==> src/rtl/lib_arbiter_pkg.sv <==
// lib_arbiter_pkg: shared types and grant-encoding helper for the row arbiter and its requesters.
package lib_arbiter_pkg;

    typedef enum logic [1:0] {IDLE, LOAD, SERVE} req_state_t;

    typedef struct packed {
        logic [4:0] idx;
        logic       one;
    } onehot_t;

    // idx is the highest set bit; one is true only for exactly one bit set
    function automatic onehot_t onehot_idx(input logic [31:0] v);
        onehot_t r;
        r.idx = '0;
        for (int i = 0; i < 32; i++) if (v[i]) r.idx = 5'(i);
        r.one = (v != '0) && ((v & (v - 32'd1)) == '0);
        return r;
    endfunction

endpackage

==> src/rtl/row_event_bank.sv <==
// row_event_bank: capture/serve double bank of pixel events with a saturating merged-event counter.
module row_event_bank #(
    parameter int ROWS   = 2,
    parameter int COLS   = 2,
    parameter int DROP_W = 8
) (
    input  logic                       clk,
    input  logic                       rst_n,
    input  logic [ROWS-1:0][COLS-1:0]  events,
    input  logic                       swap,
    input  logic [ROWS-1:0]            clr,
    output logic                       pending,
    output logic [ROWS-1:0][COLS-1:0]  serve,
    output logic [DROP_W-1:0]          drop_cnt
);

    logic [ROWS-1:0][COLS-1:0] cap, merged, keep;
    logic [DROP_W:0]           sum;

    always_comb begin
        merged  = swap ? '0 : cap & events;
        sum     = {1'b0, drop_cnt} + (DROP_W+1)'($countones(merged));
        pending = |cap;
        keep    = '0;
        for (int r = 0; r < ROWS; r++) keep[r] = {COLS{~clr[r]}};
    end

    // on a swap the old capture moves to serve, so nothing is merged that cycle
    always_ff @(posedge clk or negedge rst_n) begin
        if (!rst_n) begin
            cap      <= '0;
            serve    <= '0;
            drop_cnt <= '0;
        end else begin
            cap      <= swap ? events : cap | events;
            serve    <= swap ? cap : serve & keep;
            drop_cnt <= sum[DROP_W] ? '1 : sum[DROP_W-1:0];
        end
    end

endmodule

==> src/rtl/row_event_requester.sv <==
// row_event_requester: requesting end of the row request/grant protocol; serves snapshotted
// pixel events one row per accepted grant.
module row_event_requester
    import lib_arbiter_pkg::*;
#(
    parameter int Lvl_ROWS    = 2,
    parameter int Lvl_COLS    = 2,
    parameter int Lvl_ROW_ADD = 1,
    parameter int DROP_W      = 8
) (
    input  logic                         clk_i,
    input  logic                         reset_i,
    input  logic                         enable_i,
    input  logic [Lvl_ROWS*Lvl_COLS-1:0] event_i,
    input  logic [Lvl_ROWS-1:0]          gnt_i,
    output logic [Lvl_ROWS-1:0]          req_o,
    output logic                         arb_en_o,
    output logic                         refresh_o,
    output logic [Lvl_COLS-1:0]          row_data_o,
    output logic [Lvl_ROW_ADD-1:0]       row_add_o,
    output logic                         row_valid_o,
    output logic [DROP_W-1:0]            drop_cnt_o,
    output logic                         proto_err_o
);

    req_state_t                        state;
    onehot_t                           oh;
    logic [Lvl_ROW_ADD-1:0]            k;
    logic [Lvl_ROWS-1:0][Lvl_COLS-1:0] serve;
    logic [Lvl_ROWS-1:0]               clr;
    logic                              pending, swap, acc, hit, arb_en_q;

    row_event_bank #(.ROWS(Lvl_ROWS), .COLS(Lvl_COLS), .DROP_W(DROP_W)) u_bank (
        .clk      (clk_i),
        .rst_n    (reset_i),
        .events   (event_i),
        .swap     (swap),
        .clr      (clr),
        .pending  (pending),
        .serve    (serve),
        .drop_cnt (drop_cnt_o)
    );

    // a grant is trusted only when the arbiter saw enable on the previous edge
    always_comb begin
        oh        = onehot_idx(32'(gnt_i));
        k         = Lvl_ROW_ADD'(oh.idx);
        arb_en_o  = (state == SERVE) && enable_i;
        refresh_o = state == LOAD;
        swap      = (state == IDLE) && enable_i && pending;
        acc       = arb_en_o && arb_en_q;
        hit       = acc && oh.one && (serve[k] != '0);
        clr       = hit ? Lvl_ROWS'(1) << k : '0;
        req_o     = '0;
        for (int r = 0; r < Lvl_ROWS; r++) req_o[r] = |serve[r];
    end

    always_ff @(posedge clk_i or negedge reset_i) begin
        if (!reset_i) begin
            state       <= IDLE;
            arb_en_q    <= 1'b0;
            row_valid_o <= 1'b0;
            row_data_o  <= '0;
            row_add_o   <= '0;
            proto_err_o <= 1'b0;
        end else begin
            state       <= swap ? LOAD :
                           state == LOAD ? SERVE :
                           (hit && (req_o & ~clr) == '0) ? IDLE : state;
            arb_en_q    <= arb_en_o;
            row_valid_o <= hit;
            row_data_o  <= hit ? serve[k] : row_data_o;
            row_add_o   <= hit ? k : row_add_o;
            proto_err_o <= proto_err_o | (acc && gnt_i != '0 && !oh.one);
        end
    end

endmodule

==> config.mk <==
export PLATFORM = sky130hd
export DESIGN_NAME = row_event_requester
export DESIGN_NICKNAME = d
export VERILOG_FILES = /design/src/rtl/lib_arbiter_pkg.sv /design/src/rtl/row_event_bank.sv /design/src/rtl/row_event_requester.sv
export SDC_FILE = /design/constraint.sdc
export NUM_CORES = 1
export LEC_CHECK = 0
export CORE_MARGIN = 4
export CORE_UTILIZATION = 54
export DETAILED_ROUTE_END_ITERATION = 12
export HOLD_SLACK_MARGIN = 0.06
export PLACE_DENSITY_LB_ADDON = 0.3
export SLEW_MARGIN = 0
export SYNTH_ARGS = -nofsm -noshare
export SYNTH_HDL_FRONTEND = slang
export SYNTH_SLANG_ARGS = --single-unit
==> constraint.sdc <==
create_clock -name clk_i -period 5.4 [get_ports clk_i]
set_input_delay 1.35 -clock clk_i [delete_from_list [all_inputs] [get_ports clk_i]]
set_output_delay 1.35 -clock clk_i [all_outputs]
set_load 0.02 [all_outputs]
After elaboration in Yosys (flattened, before gate mapping)
Index checks and enable logic that the tools add are counted.
{"block": "op_classes", "n_addsub": 5, "order_cmp": 1, "eq_ne": 2, "shifts": 1, "muxes": 11, "bitwise": 9, "n_reduce_logical": 20}
{"cell": "$and A2 B32 Y32", "count": 1}
{"cell": "$logic_not A32 Y1", "count": 1}
{"cell": "$mux W2", "count": 6}
{"cell": "$mux W4", "count": 3}
{"cell": "$logic_and A1 B1 Y1", "count": 10}
{"cell": "$add A8 B9 Y9", "count": 1}
{"cell": "$add A9 B9 Y9", "count": 1}
{"cell": "$and A4 B4 Y4", "count": 2}
{"cell": "$mux W8", "count": 1}
{"cell": "$add A1 B1 Y2", "count": 2}
{"cell": "$logic_not A2 Y1", "count": 2}
{"cell": "$or A4 B4 Y4", "count": 1}
{"cell": "$reduce_bool A2 Y1", "count": 2}
{"cell": "$reduce_or A2 Y1", "count": 2}
{"cell": "$reduce_or A4 Y1", "count": 1}
{"cell": "$reduce_bool A3 Y1", "count": 1}
{"cell": "$sub A2 B1 Y3 const B", "count": 1}
{"cell": "$and A2 B2 Y2", "count": 1}
{"cell": "$eq A2 B1 Y1 const B", "count": 1}
{"cell": "$eq A2 B2 Y1 const B", "count": 1}
{"cell": "$lt A1 B2 Y1 const B", "count": 1}
{"cell": "$not A1 Y1", "count": 2}
{"cell": "$not A2 Y2", "count": 1}
{"cell": "$shl A1 B1 Y2 const A", "count": 1}
{"cell": "3 further kinds", "count": 3}
{"block": "word_totals", "register_bits": 24, "in_bits": 9, "out_inout_bits": 17, "wordCells": 60}

Longest topological paths before layout
{"block": "depth", "word_depth": 14, "depth_mapped": 12, "mapped_depth_nobuf": 11}

Cells and area by module
From an unflattened synthesis, not the netlist that was laid out.
{"block": "hier_totals", "hier_cells": 109, "area_unflattened_um2": 1187.4}
{"mod": "row_event_bank", "instances": 1, "cells_each": 68, "area_per_inst_um2": 769.5, "seq_area_each_um2": 400.4}
{"mod": "row_event_requester", "instances": 1, "cells_each": 41, "area_per_inst_um2": 417.9, "seq_area_each_um2": 200.2}

Worst setup path after synthesis
No wires, ideal clock.
{"block": "synth_timing", "path_type": "input to register", "startpoint": "in enable_i", "endpoint": "reg u_bank.drop_cnt[7]", "setup_ps": 125, "t_arrival_ps": 3777, "required_time_ps": 5275, "slack_ps": 1498, "path_stages": 10, "path_buffers": 1, "path_cell_list": "or3b_1 > clkbuf_1 > and3_2 > ha_1 > fa_1 > ha_1 > fa_1 > nand3_1 > nor2_1 > mux2_2"}
{"block": "synth_between", "elab_chain_cells": 7, "word_cells_on_any_way": 8, "cone_classes": "add/sub: 4; mux: 2; reduce/logical: 2"}
{"item": "from (decl)", "line": "row_event_requester.sv:13", "source": "input logic enable_i,"}
{"item": "$logic_and A1 B1 Y1 * (2 in a row)", "line": "row_event_requester.sv:50", "source": "swap = (state == IDLE) && enable_i && pending;"}
{"item": "$mux W4 *", "line": "row_event_bank.sv:21", "source": "merged = swap ? '0 : cap & events;"}
{"item": "$add A1 B1 Y2 (not written as such)", "line": "row_event_bank.sv:22", "source": "sum = {1'b0, drop_cnt} + (DROP_W+1)'($countones(merged));"}
{"item": "$add A9 B9 Y9 (not written as such) *", "line": "row_event_bank.sv:22"}
{"item": "$add A8 B9 Y9 *", "line": "row_event_bank.sv:22"}
{"item": "$mux W8 *", "line": "row_event_bank.sv:37", "source": "drop_cnt <= sum[DROP_W] ? '1 : sum[DROP_W-1:0];"}
{"item": "to (signal assigned)", "line": "row_event_bank.sv:37"}
{"item": "to (decl)", "line": "row_event_bank.sv:14", "source": "output logic [DROP_W-1:0] drop_cnt"}
Every way passes the cells marked *; elsewhere a longest branch is shown, timed or not.
A chain may end at the register's enable or synchronous reset.

Worst setup path in the final report
Same ends and word-level chain as after synthesis.

==> flow_summary.yaml <==
run_status:
  outcome: "finished clean"
worst_setup_path:
  cp_top_family: "adder cells"
  cp-end-kind: "flop"
  cp-start-kind: "primary input"
  slowest_stage: "clkdlybuf4s50_1"
  r2r_cells: 9
  required_ps: 5610
  crit_arrival_ps: 4410
  r2r_end: "u_bank.drop_cnt[7]$_DFF_PN0_"
  r2r-start: "state[0]$_DFFE_PN0P_"
  crit_chain: "clkdlybuf4s50_1 > or3b_1 > and3_2 > ha_1 > fa_1 > ha_1 > fa_1 > nand3_1 > nor2_1 > mux2_2"
  r2r_slack_ps: 2220
  cp_max_fo: 8
  crit_type: "primary input to flop"
  worst-path-buf-inv: 1
  cp_num_cells: 10
  slowest_delay_ps: 490
  critical_path.startpoint: "enable_i"
clock_network:
  clock_sinks: 24
  clk_latency_ps: 320
  path_clk_slew_ps: 140
  cts_resized: 0
  postCtsHoldBufs: 0
  postCtsSetupBuffers: 0
  tritoncts: "built"
  htreeDepth: 1
  cts_buffer_depth: 2
  cts_buffers: 3
  cts-root-buf: "clkbuf_4"
logic_synthesis:
  synthTopCellsByCount: "24 x dfrtp_1, 8 x inv_1, 6 x nand2_1"
  netlist_top_cells_area: "dfrtp_1 48%, ha_1 5.0%, fa_1 4.8%"
  seq_area_frac_synth_pct: 47.6
  muxShareOfSynthArea_pct: 6.75
  synth-simple-area-share_pct: 15.2
  synth_top_area_cell: "dfrtp_1"
  synth_adder_area_share_pct: 9.72
  ys_warn_count: 0
  synth_top_area_share_pct: 47.6
  netlist_instances: 108
  synth_area_um2: 1260
  synth_edf_count: 0
  synth_top_family_by_area: "compound AO/OA/AOI/OAI gates"
  ys_ff_latch: 24
  ys.flop_type: "dfrtp_1"
  synth-async-reset-ratio_pct: 100
  syn-mean-instance-area_um2: 11.7
  synth_most_common_cell: "dfrtp_1"
  synth_cell_types: 39
  synth_compound_area_share_pct: 16.4
  synthXorXnorAreaFrac_pct: 0.694
  synth_fp_nets: 125
placement:
  port_buffers: 25
  dp_hpwl_um: 1890
  place_area_um2: 1530
  routabilityCongestion: 0.786
pwr:
  peakVddDrop_uv: 432
  power-per-cell-area_nw_per_um2: 396
  power_mw: 0.626
  p_leak_nw: 0.712
final_layout:
  fin_nets: 152
  final_cell_area_um2: 1580
  diodes: 0
  final_util_pct: 71.5
  final.fill_count: 164
  area_delta_synth_final_pct: 25.5
  drive_above_1_share_pct: 16.4
grt:
  antenna_found_initial: 0
  grtUsageTotal_pct: 18.1
  grt_pass1_wl_um: 4550
  overflow: 0
  grt_max_degree: 25
  grt_pass1_vias: 1036
sta:
  fin_skew_ps: 9.42
  fin_hold_ws_ps: 477
  maxSlewHeadroom_pct: 29.9
  finalSetupViolations: 0
  setup_tns_ps: 0
  rsz0062_at_grt: "false"
  fmax_mhz: 238
  post-route-min-period_ps: 4190
  hold_viol_final: 0
  drv_slew: 0
  finalCritPeriodShare_pct: 77.6
  worstMarginPinSlew_ps: 1050
floorplan:
  core_area_um2: 2210
  initial_core_util_pct: 57.0
  die-area_um2: 3170
  io_pins: 26
  die_h_um: 56.3
  num_rows: 17
  die_w_um: 56.3
min_path:
  min_path_type: "flop to flop"
  min_from: "proto_err_o$_DFF_PN0_"
  hold_depth: 1
  hold_end: "proto_err_o$_DFF_PN0_"
drt:
  drtPass1Iterations: 4
  drt-initial-drc-count: 19
  wl_per_cell_um: 15.3
  num_vias: 912
  wirelength_um: 2470
  drc: 0
  via_per_inst: 5.63
  ant_nets: 0
flow_run:
  max_cap_violations: 0
==> registers in the layout (all words and copies together) (netlist names) <==
| name | flops |
|---|---|
| u_bank.cap | 4 |
| row_add_o | 1 |
| u_bank.drop_cnt | 8 |
| proto_err_o | 1 |
| state | 2 |
| row_valid_o | 1 |
| arb_en_q | 1 |
| row_data_o | 2 |
| u_bank.serve | 4 |
==> cell families (layout without fill, tap and decap cells) <==
kind of cell,after synthesis,after routing
simple gates,32,32
compound gates,25,25
flops,24,24
buf+inv,11,37
fa+ha+maj,8,8
mux,7,7
xor+xnor,1,1
==> metal layers <==
metal / part of all wire (%) / vias to the layer above / track usage, %
li1: - / 445 / -
met5: 0 / - / 0
met1: 44 / 445 / 21.0
met4: 0.57 / 0 / 7.46
met3: 4.1 / 2 / 3.45
met2: 51 / 20 / 32.2
==> how the worst max path moves through the flow <==
stage,to,slack (ps)
2_1_floorplan,u_bank.drop_cnt[7]$_DFF_PN0_,1500
3_3_place_gp,u_bank.drop_cnt[7]$_DFF_PN0_,960
3_5_place_dp,u_bank.drop_cnt[7]$_DFF_PN0_,840
4_1_cts,u_bank.drop_cnt[7]$_DFF_PN0_,1210
5_1_grt,u_bank.drop_cnt[7]$_DFF_PN0_,1080
6_report,u_bank.drop_cnt[7]$_DFF_PN0_,1210
==> layout by cell type (no fill, tap or decap), types with 4 or more instances in the layout <==
cell,n
a21o_1,5
a21oi_1,4
a31oi_1,4
clkdlybuf4s50_1,25
dfrtp_1,24
ha_1,5
inv_1,8
mux2_2,4
nand2_1,6
nor2_1,4
or2_2,5
==> through the flow <==
stage,instances,worst slack [ps]
finish,162,1210
global route,162,1080
CTS,162,1210
detailed placement,158,836
global placement,158,961
floorplan,108,1500
==> worst reg2reg max path, cell delays in order, from the launching register on <==
cell and delay (ps):
dfrtp_1 470, or3b_1 510, and3_2 260, ha_1 310, fa_1 410, ha_1 230, fa_1 410, nand3_1 140
nor2_1 60, mux2_2 270
==> final cells by class <==
class,instances,area [µm²],share of cell area (%)
Timing Repair Buffer,25,250,15.8
Sequential cell,24,601,37.9
Clock buffer,3,22.5,1.42
Clock inverter,1,30.0,1.90
Tap cell,28,35.0,2.21
Multi-Input combinational cell,73,614,38.8
Inverter,8,30.0,1.90
==> power breakdown <==
part           switching (mW)  leakage, nW  internal (mW)
Sequential             0.0426        0.286          0.211
Combinational           0.118        0.399          0.122
Clock                  0.0566       0.0279         0.0750
Total                   0.217        0.712          0.409
No activity file was read; power rests on OpenSTA's default activity.
